===== src/rtl/decode_execute_reg.sv =====
// ID/EX pipeline register: captures decoded control and operand fields, supports
// stall (hold) and flush (bubble), and keeps a saturating count of injected bubbles.
module decode_execute_reg #(
  parameter int unsigned DATA_WIDTH     = 32,
  parameter int unsigned REG_ADDR_WIDTH = 5,
  parameter int unsigned CNT_WIDTH      = 16
) (
  input  logic                      clk,
  input  logic                      rst,
  input  logic                      stall,
  input  logic                      flush,
  input  logic                      ValidD,
  input  logic                      RegWriteD,
  input  logic [1:0]                ResultSrcD,
  input  logic                      ALUsrcD,
  input  logic                      BranchD,
  input  logic                      JumpD,
  input  logic                      jalrD,
  input  logic                      luiD,
  input  logic [2:0]                R_sizeD,
  input  logic [2:0]                DMem_sizeD,
  input  logic                      load_extend_sD,
  input  logic [3:0]                ALUControlD,
  input  logic [DATA_WIDTH-1:0]     RD1D,
  input  logic [DATA_WIDTH-1:0]     RD2D,
  input  logic [DATA_WIDTH-1:0]     PCD,
  input  logic [DATA_WIDTH-1:0]     PCPlus4D,
  input  logic [DATA_WIDTH-1:0]     ImmExtD,
  input  logic [REG_ADDR_WIDTH-1:0] Rs1D,
  input  logic [REG_ADDR_WIDTH-1:0] Rs2D,
  input  logic [REG_ADDR_WIDTH-1:0] RdD,
  output logic                      ValidE,
  output logic                      RegWriteE,
  output logic [1:0]                ResultSrcE,
  output logic                      ALUsrcE,
  output logic                      BranchE,
  output logic                      JumpE,
  output logic                      jalrE,
  output logic                      luiE,
  output logic [2:0]                R_sizeE,
  output logic [2:0]                DMem_sizeE,
  output logic                      load_extend_sE,
  output logic [3:0]                ALUControlE,
  output logic [DATA_WIDTH-1:0]     RD1E,
  output logic [DATA_WIDTH-1:0]     RD2E,
  output logic [DATA_WIDTH-1:0]     PCE,
  output logic [DATA_WIDTH-1:0]     PCPlus4E,
  output logic [DATA_WIDTH-1:0]     ImmExtE,
  output logic [REG_ADDR_WIDTH-1:0] Rs1E,
  output logic [REG_ADDR_WIDTH-1:0] Rs2E,
  output logic [REG_ADDR_WIDTH-1:0] RdE,
  output logic [CNT_WIDTH-1:0]      bubble_count
);

  localparam logic [CNT_WIDTH-1:0] CNT_MAX = '1;

  typedef struct packed {
    logic                      valid;
    logic                      reg_write;
    logic [1:0]                result_src;
    logic                      alu_src;
    logic                      branch;
    logic                      jump;
    logic                      jalr;
    logic                      lui;
    logic [2:0]                r_size;
    logic [2:0]                dmem_size;
    logic                      load_extend_s;
    logic [3:0]                alu_control;
    logic [DATA_WIDTH-1:0]     rd1;
    logic [DATA_WIDTH-1:0]     rd2;
    logic [DATA_WIDTH-1:0]     pc;
    logic [DATA_WIDTH-1:0]     pc_plus4;
    logic [DATA_WIDTH-1:0]     imm_ext;
    logic [REG_ADDR_WIDTH-1:0] rs1;
    logic [REG_ADDR_WIDTH-1:0] rs2;
    logic [REG_ADDR_WIDTH-1:0] rd;
  } idex_t;

  idex_t                r_e;
  idex_t                w_d;
  logic [CNT_WIDTH-1:0] r_bubble_count;

  // Gather the decode-side fields into one stage word.
  always_comb begin
    w_d               = '0;
    w_d.valid         = ValidD;
    w_d.reg_write     = RegWriteD;
    w_d.result_src    = ResultSrcD;
    w_d.alu_src       = ALUsrcD;
    w_d.branch        = BranchD;
    w_d.jump          = JumpD;
    w_d.jalr          = jalrD;
    w_d.lui           = luiD;
    w_d.r_size        = R_sizeD;
    w_d.dmem_size     = DMem_sizeD;
    w_d.load_extend_s = load_extend_sD;
    w_d.alu_control   = ALUControlD;
    w_d.rd1           = RD1D;
    w_d.rd2           = RD2D;
    w_d.pc            = PCD;
    w_d.pc_plus4      = PCPlus4D;
    w_d.imm_ext       = ImmExtD;
    w_d.rs1           = Rs1D;
    w_d.rs2           = Rs2D;
    w_d.rd            = RdD;
  end

  // Stage register with priority reset > flush > stall > load; flush counts a bubble.
  always_ff @(posedge clk) begin
    if (rst) begin
      r_e            <= '0;
      r_bubble_count <= '0;
    end else if (flush) begin
      r_e <= '0;
      if (r_bubble_count != CNT_MAX) begin
        r_bubble_count <= r_bubble_count + CNT_WIDTH'(1);
      end
    end else if (!stall) begin
      r_e <= w_d;
    end
  end

  assign ValidE         = r_e.valid;
  assign RegWriteE      = r_e.reg_write;
  assign ResultSrcE     = r_e.result_src;
  assign ALUsrcE        = r_e.alu_src;
  assign BranchE        = r_e.branch;
  assign JumpE          = r_e.jump;
  assign jalrE          = r_e.jalr;
  assign luiE           = r_e.lui;
  assign R_sizeE        = r_e.r_size;
  assign DMem_sizeE     = r_e.dmem_size;
  assign load_extend_sE = r_e.load_extend_s;
  assign ALUControlE    = r_e.alu_control;
  assign RD1E           = r_e.rd1;
  assign RD2E           = r_e.rd2;
  assign PCE            = r_e.pc;
  assign PCPlus4E       = r_e.pc_plus4;
  assign ImmExtE        = r_e.imm_ext;
  assign Rs1E           = r_e.rs1;
  assign Rs2E           = r_e.rs2;
  assign RdE            = r_e.rd;
  assign bubble_count   = r_bubble_count;

endmodule


===== config.mk =====
export PLATFORM = sky130hd
export DESIGN_NAME = decode_execute_reg
export DESIGN_NICKNAME = d
export VERILOG_FILES = /design/src/rtl/decode_execute_reg.sv
export SDC_FILE = /design/constraint.sdc
export NUM_CORES = 1
export LEC_CHECK = 0
export ABC_CLOCK_PERIOD_IN_PS = 3650
export BUFFER_PORTS_ARGS = -buffer_cell sky130_fd_sc_hd__clkbuf_2
export CAP_MARGIN = 10
export CORE_AREA = 2 2 159 161
export CTS_CLUSTER_SIZE = 30
export DETAILED_ROUTE_END_ITERATION = 10
export DIE_AREA = 0 0 161 163
export GPL_ROUTABILITY_DRIVEN = 1
export MAX_ROUTING_LAYER = met4
export SYNTH_ARGS = -nofsm -noshare
export SYNTH_HDL_FRONTEND = slang
export SYNTH_SLANG_ARGS = --single-unit

===== constraint.sdc =====
create_clock -name clk -period 3.65 [get_ports clk]
set_input_delay 0.5475 -clock clk [delete_from_list [all_inputs] [get_ports clk]]
set_output_delay 0.5475 -clock clk [all_outputs]
set_load 0.03 [all_outputs]

==> run_summary.xml <==
<?xml version="1.0" encoding="UTF-8"?>
<metrics>
  <group name="clocking">
    <metric name="clock_sink_count" unit="">211</metric>
    <metric name="cts_inserted_buffers" unit="">23</metric>
    <metric name="cts_hold_repair.buffers" unit="">0</metric>
    <metric name="tritoncts" unit="">done</metric>
    <metric name="clock_latency" unit="ns">0.50</metric>
    <metric name="cts-resized-gates" unit="">0</metric>
    <metric name="clock_path_buffers" unit="">3</metric>
    <metric name="clk_pin_slew_worst_paths" unit="ns">0.06</metric>
    <metric name="cts.repair_timing.setup_buffer_count" unit="">0</metric>
    <metric name="clockRootBuffer" unit="">sky130_fd_sc_hd__clkbuf_16</metric>
    <metric name="htree_num_levels" unit="">1</metric>
  </group>
  <group name="sta">
    <metric name="max_slew.worst_pin.slew" unit="ns">0.886</metric>
    <metric name="finalCritPeriodShare" unit="%">52.1</metric>
    <metric name="setup-tns-final" unit="ns">0</metric>
    <metric name="finalCriticalPeriod" unit="ns">1.90</metric>
    <metric name="unrepaired_setup_endpoints_after_global_routing" unit="">false</metric>
    <metric name="fin_hold_ws" unit="ns">0.282</metric>
    <metric name="timing.final.setup_violations" unit="">0</metric>
    <metric name="final_max_slew_viol_count" unit="">0</metric>
    <metric name="timing_hold_violations_final" unit="">0</metric>
    <metric name="fin_skew" unit="ns">0.00854</metric>
    <metric name="timing.max_slew.rel_slack" unit="%">40.9</metric>
    <metric name="fmax" unit="MHz">526</metric>
  </group>
  <group name="route">
    <metric name="detail_route.first_pass.iterations" unit="">4</metric>
    <metric name="route.detailed.wl_per_inst" unit="um">14.4</metric>
    <metric name="remaining_drc_errors" unit="">0</metric>
    <metric name="route.final.wire_length" unit="mm">21.0</metric>
    <metric name="antenna_violating_nets_post_route" unit="">0</metric>
    <metric name="vias" unit="">6460</metric>
    <metric name="drt-vias-per-instance" unit="">4.42</metric>
    <metric name="drt_iter0_drc" unit="">274</metric>
  </group>
  <group name="synthesis">
    <metric name="synth_compound_gate_area_share" unit="%">1.46</metric>
    <metric name="synth_fa_ha_area_share" unit="%">0.164</metric>
    <metric name="yosysSeqAreaShare" unit="%">55.3</metric>
    <metric name="synth_xor_area_share" unit="%">0</metric>
    <metric name="muxShareOfSynthArea" unit="%">26.0</metric>
    <metric name="post_synth_inst_count" unit="">725</metric>
    <metric name="synth-main-ff-cell" unit="">sky130_fd_sc_hd__dfxtp_1</metric>
    <metric name="synth_top_family_by_area" unit="">multiplexers</metric>
    <metric name="synth_simple_gate_area_share" unit="%">14.2</metric>
    <metric name="synth.cell_area" unit="um2">7640</metric>
    <metric name="synth_cell_type_count" unit="">39</metric>
    <metric name="synthesis.area_per_instance" unit="um2">10.5</metric>
    <metric name="postSynthRegisterBits" unit="">211</metric>
    <metric name="async_flop_share" unit="%">0</metric>
    <metric name="number_of_enable_type_register_cells_in_the_synthesized_netlist" unit="">0</metric>
    <metric name="synth_warnings" unit="">0</metric>
    <metric name="synth_fp_nets" unit="">925</metric>
  </group>
  <group name="critical_path">
    <metric name="reg2reg_to" unit="">bubble_count[0]</metric>
    <metric name="max_stage_delay" unit="ns">0.51</metric>
    <metric name="crit_required" unit="ns">4.03</metric>
    <metric name="worstPathArrival" unit="ns">2.28</metric>
    <metric name="cp_num_buf_inv" unit="">0</metric>
    <metric name="critPathMaxFanout" unit="">9</metric>
    <metric name="cpMaxStageDelayCell" unit="">sky130_fd_sc_hd__nor4_4</metric>
    <metric name="reg2reg_setup_slack" unit="ns">1.75</metric>
    <metric name="reg_to_reg_start" unit="">bubble_count[0]</metric>
    <metric name="critical_path.top_delay_family" unit="">simple AND/OR/NAND/NOR gates</metric>
    <metric name="crit_path_cell_trace" unit="">ha_1 &gt; nand3_1 &gt; nor4_4 &gt; nor2b_2 &gt; mux2_4</metric>
    <metric name="r2r.worst_path.cells" unit="">5</metric>
    <metric name="crit_type" unit="">flip-flop to flip-flop</metric>
    <metric name="end_kind" unit="">flip-flop</metric>
    <metric name="critical_path.startpoint_type" unit="">flip-flop</metric>
  </group>
  <group name="floorplan">
    <metric name="die-width" unit="um">161</metric>
    <metric name="die_h" unit="um">163</metric>
    <metric name="io_pins" unit="">410</metric>
    <metric name="core_region_area" unit="um2">24700</metric>
    <metric name="placementRows" unit="">58</metric>
    <metric name="starting_density_of_the_core" unit="%">31.0</metric>
    <metric name="die_area" unit="um2">26200</metric>
  </group>
  <group name="pwr">
    <metric name="share_comb_of_total_power" unit="%">11.0</metric>
    <metric name="netSwitchingFraction" unit="%">24.0</metric>
    <metric name="netsw" unit="mW">1.30</metric>
    <metric name="internal_power_of_the_cells" unit="mW">4.11</metric>
    <metric name="power.static_leakage" unit="nW">5.48</metric>
    <metric name="clockPowerShare" unit="%">44.3</metric>
    <metric name="vdd.ir_drop.worst" unit="mV">0.310</metric>
    <metric name="power_density" unit="nW/um2">503</metric>
    <metric name="sequentialPowerShare" unit="%">44.6</metric>
  </group>
  <group name="placement">
    <metric name="gp_congestion" unit="">0.773</metric>
    <metric name="detailedPlacementHpwl" unit="mm">15.2</metric>
    <metric name="input_output_buffers" unit="">409</metric>
  </group>
  <group name="cells_and_area">
    <metric name="layout.cells.most_common" unit="">sky130_fd_sc_hd__clkbuf_2</metric>
    <metric name="design.final.nets" unit="">1315</metric>
    <metric name="final_cell_mix" unit="">408 x sky130_fd_sc_hd__clkbuf_2, 211 x sky130_fd_sc_hd__dfxtp_1, 203 x sky130_fd_sc_hd__nor2_1</metric>
    <metric name="drive_gt1_share" unit="%">40.6</metric>
    <metric name="syn_to_final_growth" unit="%">40.7</metric>
    <metric name="number_of_diodes" unit="">0</metric>
  </group>
  <group name="global_routing">
    <metric name="global_route_wire_length_before_repair" unit="mm">31.7</metric>
    <metric name="grt_usage" unit="%">15.3</metric>
    <metric name="gr-total-overflow" unit="">0</metric>
    <metric name="antenna_found_initial" unit="">0</metric>
    <metric name="grt_start_max_net_pins" unit="">113</metric>
    <metric name="number_of_global_route_vias_before_repair" unit="">6051</metric>
  </group>
  <group name="hold_path">
    <metric name="hold_depth" unit="">3</metric>
    <metric name="worst_hold_startpoint" unit="">PCD[17]</metric>
    <metric name="min-delay-path-class" unit="">input port to flip-flop</metric>
    <metric name="hold_end" unit="">PCE[17]</metric>
  </group>
  <group name="run">
    <metric name="maxCapViolCount" unit="">0</metric>
  </group>
  <group name="outcome">
    <metric name="status" unit="">finished clean</metric>
  </group>
</metrics>
-- stage by stage --
step | instance area [um2] | cells | setup WS [ns] | total power [mW] | util (%)
after detailed placement | 9970 | 1420 | 1.54 | 3.07 | 40.4
final | 10800 | 1461 | 1.75 | 5.41 | 43.6
after global placement | 9970 | 1420 | 1.55 | 3.06 | 40.4
after global routing | 10800 | 1461 | 1.58 | 5.64 | 43.6
after floorplan | 7640 | 725 | 1.76 | 2.84 | -
after CTS | 10800 | 1461 | 1.73 | 5.49 | 43.6
-- worst max path at each step --
stage	slack, ns	start	cells after the start	to
floorplan	1.76	bubble_count[0]	5	bubble_count[0]
global placement	1.55	rst	4	PCE[30]
detailed placement	1.54	rst	4	PCPlus4E[22]
CTS	1.73	bubble_count[0]	5	bubble_count[0]
global route	1.58	bubble_count[0]	5	bubble_count[0]
finish	1.75	bubble_count[0]	5	bubble_count[0]
-- worst reg2reg max path: stages (launching register included) --
cell and delay [ns]:
sky130_fd_sc_hd__dfxtp_1 0.40, sky130_fd_sc_hd__ha_1 0.27, sky130_fd_sc_hd__nand3_1 0.17, sky130_fd_sc_hd__nor4_4 0.51
sky130_fd_sc_hd__nor2b_2 0.12, sky130_fd_sc_hd__mux2_4 0.31
-- synthesized netlist by cell type (2+ instances only) --
library cell               number  share of area (%)
sky130_fd_sc_hd__a21oi_1        8               0.52
sky130_fd_sc_hd__mux2i_1      196                 26
sky130_fd_sc_hd__and4_1         3               0.34
sky130_fd_sc_hd__nand4_4        2               0.56
sky130_fd_sc_hd__nand3_1        4               0.26
sky130_fd_sc_hd__nor4b_1        2               0.23
sky130_fd_sc_hd__o31ai_1        4               0.39
sky130_fd_sc_hd__nand3_2        2               0.26
sky130_fd_sc_hd__a31oi_1        2               0.16
sky130_fd_sc_hd__nand2b_1       2               0.16
sky130_fd_sc_hd__nor2b_1        2               0.16
sky130_fd_sc_hd__or3_1          3               0.25
sky130_fd_sc_hd__nor3_1         8               0.52
sky130_fd_sc_hd__nand2_1        5               0.25
sky130_fd_sc_hd__nand4_1        3               0.25
sky130_fd_sc_hd__or4_1          3               0.29
sky130_fd_sc_hd__nor2_1       203                 10
sky130_fd_sc_hd__dfxtp_1      211                 55
sky130_fd_sc_hd__buf_2          8               0.52
sky130_fd_sc_hd__clkbuf_1      35                1.7
-- layout make-up --
class,instances,area [um2]
Multi-Input combinational cell,465,3200
Clock inverter,6,105
Fill cell,2453,13900
Timing Repair Buffer,413,2120
Tap cell,330,413
Clock buffer,35,681
Sequential cell,211,4220
Inverter,1,3.75
-- cell families after synthesis --
logic type | Yosys count
flip-flops | 211
adder cells (fa/ha/maj) | 1
multiplexers | 198
buffers and inverters | 49
AO/OA/AOI/OAI | 18
AND/OR/NAND/NOR | 248
-- power groups by stage --
stage,Sequential (mW),Clock (mW),Combinational [mW]
final,2.42,2.40,0.596
after global routing,2.42,2.58,0.640
after CTS,2.42,2.47,0.604
after detailed placement,2.47,0,0.602
after global placement,2.46,0,0.599
after floorplan,2.61,0,0.235
-- flip-flops by register name (all words and copies together) (netlist names), 2 cells and up --
name,cells
ALUControlE,4
RdE,5
ResultSrcE,2
Rs2E,5
PCPlus4E,32
bubble_count,16
PCE,32
Rs1E,5
R_sizeE,3
RD2E,32
ImmExtE,32
DMem_sizeE,3
RD1E,32
-- layer usage --
metal / GRT usage, % / routed length (um) / vias up
met5: - / 0 / -
met4: 4.83 / 476 / 0
met3: 4.13 / 1750 / 41
met2: 26.2 / 10300 / 269
met1: 17.4 / 8480 / 2923
li1: - / - / 3227
(Power assumes the default switching activity.)
